`config.mk`:
```
export PLATFORM = sky130hd
export DESIGN_NAME = descrambler16
export DESIGN_NICKNAME = d
export VERILOG_FILES = /design/src/rtl/descrambler16.sv
export SDC_FILE = /design/constraint.sdc
export NUM_CORES = 1
export LEC_CHECK = 0
export ABC_AREA = 1
export ABC_CLOCK_PERIOD_IN_PS = 2850
export CAP_MARGIN = 20
export CORE_UTILIZATION = 53
export DETAILED_ROUTE_END_ITERATION = 7
export MAX_ROUTING_LAYER = met4
export PLACE_DENSITY = 0.84
export SLEW_MARGIN = 10
export SYNTH_ARGS = -nofsm -noshare
export SYNTH_HDL_FRONTEND = slang
export SYNTH_SLANG_ARGS = --single-unit
```
`constraint.sdc`:
```
create_clock -name clk -period 2.85 [get_ports clk]
set_input_delay 0.57 -clock clk [delete_from_list [all_inputs] [get_ports clk]]
set_output_delay 0.57 -clock clk [all_outputs]
set_load 0.05 [all_outputs]
```
`src/rtl/descrambler16.sv`:
```
// Receive-side additive descrambler: XORs each in-frame 16-bit word with a Galois LFSR
// keystream that is reseeded at every start-of-frame, behind a single registered output stage.
module descrambler16 #(
    parameter logic [15:0] SEED   = 16'hACE1,
    parameter logic [15:0] TAPS   = 16'hB400,
    parameter int          DROP_W = 8
) (
    input  logic              clk,
    input  logic              rst,
    input  logic              in_valid,
    output logic              in_ready,
    input  logic [15:0]       in_data,
    input  logic              in_sof,
    input  logic              in_eof,
    output logic              out_valid,
    input  logic              out_ready,
    output logic [15:0]       out_data,
    output logic              out_sof,
    output logic              out_eof,
    output logic              in_frame,
    output logic [DROP_W-1:0] drop_cnt
);
    // Handshake: a word moves on any rising edge where valid && ready are both high on that side.
    // in_ready is high when the output register is empty or is being emptied this same cycle.
    typedef enum logic {ST_IDLE, ST_RUN} state_t;

    state_t            r_state, w_state_nxt;
    logic [15:0]       r_lfsr, w_lfsr_nxt, w_key;
    logic              r_out_valid, r_out_sof, r_out_eof;
    logic [15:0]       r_out_data;
    logic [DROP_W-1:0] r_drop_cnt;
    logic              w_accept, w_emit, w_drop;

    function automatic logic [15:0] lfsr_step(input logic [15:0] s);
        return (s >> 1) ^ (s[0] ? TAPS : 16'h0000);
    endfunction

    assign in_ready = !r_out_valid || out_ready;
    assign w_accept = in_valid && in_ready;

    always_comb begin
        w_state_nxt = r_state;
        w_lfsr_nxt  = r_lfsr;
        w_key       = r_lfsr;
        w_emit      = 1'b0;
        w_drop      = 1'b0;
        if (w_accept) begin
            if (in_sof) begin
                // A sof always restarts the keystream, abandoning any open frame.
                w_key  = SEED;
                w_emit = 1'b1;
                if (in_eof) begin
                    w_state_nxt = ST_IDLE;
                    w_lfsr_nxt  = SEED;
                end else begin
                    w_state_nxt = ST_RUN;
                    w_lfsr_nxt  = lfsr_step(SEED);
                end
            end else if (r_state == ST_RUN) begin
                w_emit = 1'b1;
                if (in_eof) begin
                    w_state_nxt = ST_IDLE;
                    w_lfsr_nxt  = SEED;
                end else begin
                    w_lfsr_nxt  = lfsr_step(r_lfsr);
                end
            end else begin
                w_drop = 1'b1;
            end
        end
    end

    always_ff @(posedge clk) begin
        if (rst) begin
            r_state     <= ST_IDLE;
            r_lfsr      <= SEED;
            r_out_valid <= 1'b0;
            r_out_data  <= 16'h0000;
            r_out_sof   <= 1'b0;
            r_out_eof   <= 1'b0;
            r_drop_cnt  <= '0;
        end else begin
            r_state <= w_state_nxt;
            r_lfsr  <= w_lfsr_nxt;
            if (in_ready) begin
                r_out_valid <= w_emit;
                if (w_emit) begin
                    r_out_data <= in_data ^ w_key;
                    r_out_sof  <= in_sof;
                    r_out_eof  <= in_eof;
                end
            end
            if (w_drop && (r_drop_cnt != {DROP_W{1'b1}})) begin
                r_drop_cnt <= r_drop_cnt + DROP_W'(1);
            end
        end
    end

    assign out_valid = r_out_valid;
    assign out_data  = r_out_data;
    assign out_sof   = r_out_sof;
    assign out_eof   = r_out_eof;
    assign in_frame  = (r_state == ST_RUN);
    assign drop_cnt  = r_drop_cnt;
endmodule

```
Yosys cells after proc, flatten, opt, wreduce, memory -nomap -nowiden
Cells that the tools add are included.
{ "op_classes": {"n_reduce_logical": 7, "n_bitwise": 2, "mux": 16, "add_sub_neg": 1, "eq_ne": 1} }
{ "ops": {"columns": ["operator", "count"], "rows": [
  ["$mux 16", 6],
  ["$xor 15x16->16", 1],
  ["$xor 16x16->16", 1],
  ["$mux 15", 1],
  ["$mux 1", 9],
  ["$add 8x1->8 const B", 1],
  ["$ne 8x8->1 const B", 1],
  ["$reduce_and 2->1", 2],
  ["$logic_and 1x1->1", 2],
  ["$reduce_bool 2->1", 1],
  ["$logic_not 1->1", 1],
  ["$logic_or 1x1->1", 1]
]} }
{ "totals": {"in_bits": 22, "regBits": 44} }

Longest topological paths before layout
Gate-level depths: netlist (run 1).
{ "logic_depth": {"depth_word": 5, "ltp_mapped": 9, "depth_no_buf": 8} }

Worst setup path before layout (run 1)
Ideal clock, no wire load.
{ "synth_timing": {"path_type": "register -> register", "start": "register r_drop_cnt[1], in the netlist drop_cnt[1]", "end": "register r_drop_cnt[4], in the netlist drop_cnt[4]", "required_ps": 2779, "path_buffers": 0, "stages_incl_launch_ff": 8, "setup_ps": 71, "synth_period_minus_slack_ps": 1642, "arrival_time_ps": 1571, "slack_ps": 1208, "path_cell_list": "dfxtp_1 ha_1 nand3_1 inv_1 nand2_1 nand2_2 nand2_1 a21oi_1"} }
{ "synth_between": {"elab_chain_cells": 2} }
{ "synth_lines": {"columns": ["item", "line", "text"], "rows": [
  ["start, declared", "31", "logic [DROP_W-1:0] r_drop_cnt;"],
  ["start signal, assigned", "94", "r_drop_cnt <= r_drop_cnt + DROP_W'(1);"],
  ["parallel branches: the longest is 2 deep, another holds $add 8x1->8", null, null]
]} }
Parallel ways; which one is timed is not known.
A chain may end at the register's enable or synchronous reset.

Worst setup path in the final report (run 1)
{ "layout_timing": {"start": "register r_state, in the netlist in_frame", "end": "output port in_frame"} }
{ "layout_rtl": {"columns": ["item", "line", "text"], "rows": [
  ["start, declared", "27", "state_t r_state, w_state_nxt;"],
  ["start signal, assigned", "83", "r_state <= w_state_nxt;"],
  ["end, declared", "20", "output logic in_frame,"]
]} }
No word-level cell between the ends.

==> impl_metrics.tcl, run 1 <==
set metrics [dict create \
    synth_edf_count 0 \
    io_pins 51 \
    grt.total_usage 0.240 \
    design_area_mm2 0.00277 \
    grt_busiest_layer "met2" \
    netlist_area_mm2 0.00220 \
    drt-vias-per-instance 5.06 \
    grt_pass1_vias 1735 \
    fin_ws_ns 0.678 \
    cts-buffers-inserted 5 \
    grt_antenna_before_repair 0 \
    postCtsHoldBufs 0 \
    antenna_left 0 \
    min_period_ns 2.17 \
    yosysUniqueCellTypes 26 \
    path_cells "clkdlybuf4s50_1" \
    area_delta_synth_final_pct 26.1 \
    grt_overflow 0 \
    reg2reg_depth 6 \
    slowest_stage "clkdlybuf4s50_1" \
    fin_skew_ns 0.00402 \
    routedWlPerCell_um 11.3 \
    status "finished, final reports clean" \
    cp_num_buf_inv 1 \
    startpoint_type "flop" \
    finalSetupTns_ns 0 \
    cts_resized 0 \
    drt-pass1-iter-count 6 \
    reg2reg_to "out_data[13]" \
    synth_area_leaders "dfxtp_1, nand2_1, nand3_1" \
    netlist.area_leader.share 0.400 \
    tightest_slew_ns 0.582 \
    max_stage_delay_ns 0.85 \
    via_count 2090 \
    worstHoldStart "out_sof" \
    drive_gt1_frac 0.0799 \
    period_share 0.762 \
    hold_viol_final 0 \
    wl_um 4680 \
    start_util 0.550 \
    critPathTopFamily "buffers and inverters" \
    dpl.cell_count 406 \
    post-place-ws_ns 0.429 \
    cts_sinks 44 \
    rsz0062_at_grt "no" \
    worst_ep_required_time_ns 2.28 \
    die_y_um 66.4 \
    synthArstFlopShare 0 \
    instances_no_fill 413 \
    cts.path.max_buffers 2 \
    grt_max_degree 34 \
    yosysWarnings 0 \
    criticalPathCategory "flop to primary output" \
    h-tree-depth 2 \
    worstPathArrival_ns 1.60 \
    hp-class "flop to flop" \
    hpwl_um 3290 \
    clockRootBuffer "clkbuf_8" \
    die_w_um 66.4 \
    diodes 0 \
    synth_most_common_cell "nand2_1" \
    synth_commonest_cells "nand2_1, dfxtp_1, inv_1" \
    r2r_setup_slack_ns 1.38 \
    ys_ff_latch 44 \
    io_buffer_count 50 \
    relSlewSlack 0.612 \
    synthCells 316 \
    place_congestion 0.778 \
    hold_depth 2 \
    syn_nets 339 \
    use_met3 0.0621 \
    power.leakage_nw 1.20 \
    min_to "out_sof" \
    report.final.slew_viol_count 0 \
    synthFlopType "dfxtp_1" \
    setup_violations 0 \
    met1_usage 0.314 \
    num_rows 23 \
    cp_max_fo 4 \
    cts_tree "done" \
    post_dp_cell_area_mm2 0.00270 \
    post_cts_buffers 0 \
    maxCapViolCount 0 \
    fmax_ghz 0.460 \
    endpoint_kind "primary output" \
    cts.reportedPaths.clkPinSlew_ns 0.08 \
    ys_seq_area_frac 0.400 \
    coreArea_mm2 0.00400 \
    first_iter_violations 140 \
    insertion_delay_ns 0.30 \
    finalPower_w 0.00136 \
    p_per_area_mw_per_mm2 491 \
    grt_pass1_wl_um 7910 \
    avgSynthCellArea_um2 6.96 \
    yosysTopAreaCell "dfxtp_1" \
    r2r-start "out_valid" \
    die_area_mm2 0.00441 \
    drcViolationCount 0 \
    grtUsageMet2 0.364 \
    ir_drop_uv 405 \
    nNetsFinal 386 \
]
==> kinds of logic after synthesis <==
kind of cell	count (synthesis)	synth area share
DFF	44	0.400
and+or+nand+nor	142	0.287
adders and majority gates	1	0.00569
buffers and inverters	53	0.110
xor gates and xnor gates	3	0.0119
AOI/OAI and AO/OA	73	0.185
==> area by class of cell <==
type                    count  area (um^2)
repair buffers             54          528
fillers                   337         1230
multi-input cells         219         1080
clock buffers               6         72.6
inverters                  39          146
clock inverters             1         5.00
flip-flops and latches     44          881
well taps                  50         62.6
==> per-layer routing <==
metal | vias to the layer above | share of wire
met4 | 0 | 0.015
met3 | 4 | 0.058
li1 | 1111 | -
met1 | 912 | 0.47
met2 | 63 | 0.46
met5 | - | 0
==> worst max-delay path by stage <==
stage | cells past startpoint | from | end
3_5_place_dp | 6 | in_sof | out_data[13]
2_1_floorplan | 7 | drop_cnt[1] | drop_cnt[4]
6_report | 1 | in_frame | in_frame
5_1_grt | 6 | in_sof | out_data[13]
4_1_cts | 1 | in_frame | in_frame
3_3_place_gp | 6 | in_sof | out_data[15]
==> stage by stage <==
| stage | hold WS [ns] | utilization |
|---|---|---|
| after CTS | 0.482 | 0.693 |
| after global placement | 0.466 | 0.674 |
| final | 0.482 | 0.693 |
| after floorplan | 0.452 | - |
| after global routing | 0.498 | 0.693 |
| after detailed placement | 0.469 | 0.674 |
==> report_power, final <==
part,switching (W),total (W),internal [W]
Sequential,0.0000284,0.000681,0.000653
Combinational,0.000197,0.000312,0.000115
Clock,0.000201,0.000368,0.000167
==> flip-flops by register name, summed over array words and instances (netlist names) <==
register   flops
drop_cnt       8
out_data      16
in_frame       1
out_eof        1
out_valid      1
r_lfsr        16
out_sof        1
==> cell usage in the layout, fill, tap and decap left out, types with 6 or more instances in the layout <==
master           Yosys  routed
a21oi_1             26      26
clkdlybuf4s50_1      0      49
dfxtp_1             44      44
inv_1               37      37
nand2_1             71      71
nand3_1             28      28
nor2_1              31      31
o211ai_1             6       6
o21ai_0             27      27
o21ai_1              6       6
Note: power is estimated with default switching activity, not from simulation.
==> inputs of run 2 (changes only) <==
- ABC_CLOCK_PERIOD_IN_PS: 2850 -> 2100
- CORE_UTILIZATION: 53 -> 50
- PLACE_DENSITY: 0.84 -> 0.8
- clock period: 2.85 -> 2.1 ns (I/O delays scaled with it)
==> impl_metrics.tcl, run 2 (same netlist as run 1, synthesis figures left out) <==
set metrics [dict create \
    die_w_um 68.3 \
    fillCellCount 380 \
    drive_gt1_frac 0.102 \
    num_rows 23 \
    criticalPathCategory "flop to primary output" \
    reg2reg_depth 7 \
    path_cells "clkdlybuf4s50_1" \
    whs_ns 0.471 \
    power.leakage_nw 1.26 \
    postCtsHoldBufs 0 \
    worstHoldStart "out_sof" \
    tightest_slew_ns 0.533 \
    relSlewSlack 0.644 \
    diodes 0 \
    io_pins 51 \
    routedWlPerCell_um 11.5 \
    hold_viol_final 0 \
    endpoint_kind "primary output" \
    fmax_ghz 0.495 \
    ir_drop_uv 502 \
    worst_ep_required_time_ns 1.68 \
    first_iter_violations 106 \
    place_congestion 0.889 \
    mostFrequentLayoutCell "nand2_1" \
    finalPower_w 0.00191 \
    via_count 2131 \
    hold_depth 2 \
    grt_pass1_wl_um 7870 \
    critPathTopFamily "buffers and inverters" \
    cts_sinks 44 \
    fin_skew_ns 0.00521 \
    die_area_mm2 0.00467 \
    r2r-start "drop_cnt[0]" \
    hp-class "flop to flop" \
    cts_resized 0 \
    cts.reportedPaths.clkPinSlew_ns 0.07 \
    cp_num_buf_inv 1 \
    h-tree-depth 2 \
    hpwl_um 3630 \
    grt_max_degree 23 \
    layout_common_cells "nand2_1, clkdlybuf4s50_1, dfxtp_1" \
    min_period_ns 2.02 \
    setup_violations 0 \
    finalSetupTns_ns 0 \
    reg2reg_to "drop_cnt[0]" \
    r2r_setup_slack_ns 0.70 \
    wl_um 4850 \
    worstPathArrival_ns 1.60 \
    clockRootBuffer "clkbuf_8" \
    cts-buffers-inserted 5 \
    cts_tree "done" \
    drcViolationCount 0 \
    die_y_um 68.3 \
    cp_max_fo 4 \
    design_area_mm2 0.00288 \
    min_to "out_sof" \
    p_per_area_mw_per_mm2 661 \
    area_delta_synth_final_pct 31.1 \
    io_buffer_count 50 \
    maxCapViolCount 0 \
    post_dp_cell_area_mm2 0.00279 \
    start_util 0.535 \
    cts.path.max_buffers 2 \
    antenna_left 0 \
    nNetsFinal 395 \
    grt_pass1_vias 1795 \
    coreArea_mm2 0.00412 \
    grt_overflow 0 \
    rsz0062_at_grt "no" \
    period_share 0.962 \
    crit_start "in_frame" \
    drt-pass1-iter-count 4 \
    startpoint_type "flop" \
    max_stage_delay_ns 0.85 \
    grt_antenna_before_repair 0 \
    post_cts_buffers 0 \
    report.final.slew_viol_count 0 \
    grt.total_usage 0.233 \
    insertion_delay_ns 0.30 \
    status "finished, final reports clean" \
    drt-vias-per-instance 5.04 \
    slowest_stage "clkdlybuf4s50_1" \
]
==> run 2: cell count changes in the layout (fill, tap and decap cells not counted), sizes merged <==
cell / delta
buf: +9
clkbuf: +2
clkinv: -1
==> run 2: metal layers <==
layer,vias up,GRT usage,share of wire
li1,1131,-,-
met5,-,-,0
met4,0,0.0625,0.0070
met3,3,0.0717,0.051
met2,44,0.358,0.45
met1,953,0.295,0.49
==> run 2: through the flow <==
| stage | cells | setup WS [ns] | utilization |
|---|---|---|---|
| after floorplan | 316 | 0.458 | - |
| after global placement | 415 | 0.160 | 0.679 |
| after detailed placement | 415 | 0.127 | 0.679 |
| after CTS | 423 | 0.0679 | 0.701 |
| after global routing | 423 | 0.0438 | 0.701 |
| final | 423 | 0.0791 | 0.701 |
==> run 2: worst max-delay path by stage <==
stage | end | slack [ns] | cells after the start
finish | in_frame | 0.08 | 1
global placement | r_lfsr[7] | 0.16 | 8
global route | in_frame | 0.04 | 1
CTS | in_frame | 0.07 | 1
detailed placement | drop_cnt[0] | 0.13 | 7
floorplan | drop_cnt[4] | 0.46 | 7
==> run 2: power breakdown <==
part / internal, W / switching (W)
clock: 0.000268 / 0.000269
combinational: 0.000174 / 0.000273
sequential: 0.000886 / 0.0000372
==> run 2: final cells by class <==
cell class                      instances  area [um^2]  share of cell area
Clock buffer                            8         90.1              0.0313
Inverter                               39          146              0.0508
Multi-Input combinational cell        219         1080               0.375
Sequential cell                        44          881               0.306
Tap cell                               50         62.6              0.0217
Timing Repair Buffer                   63          621               0.215
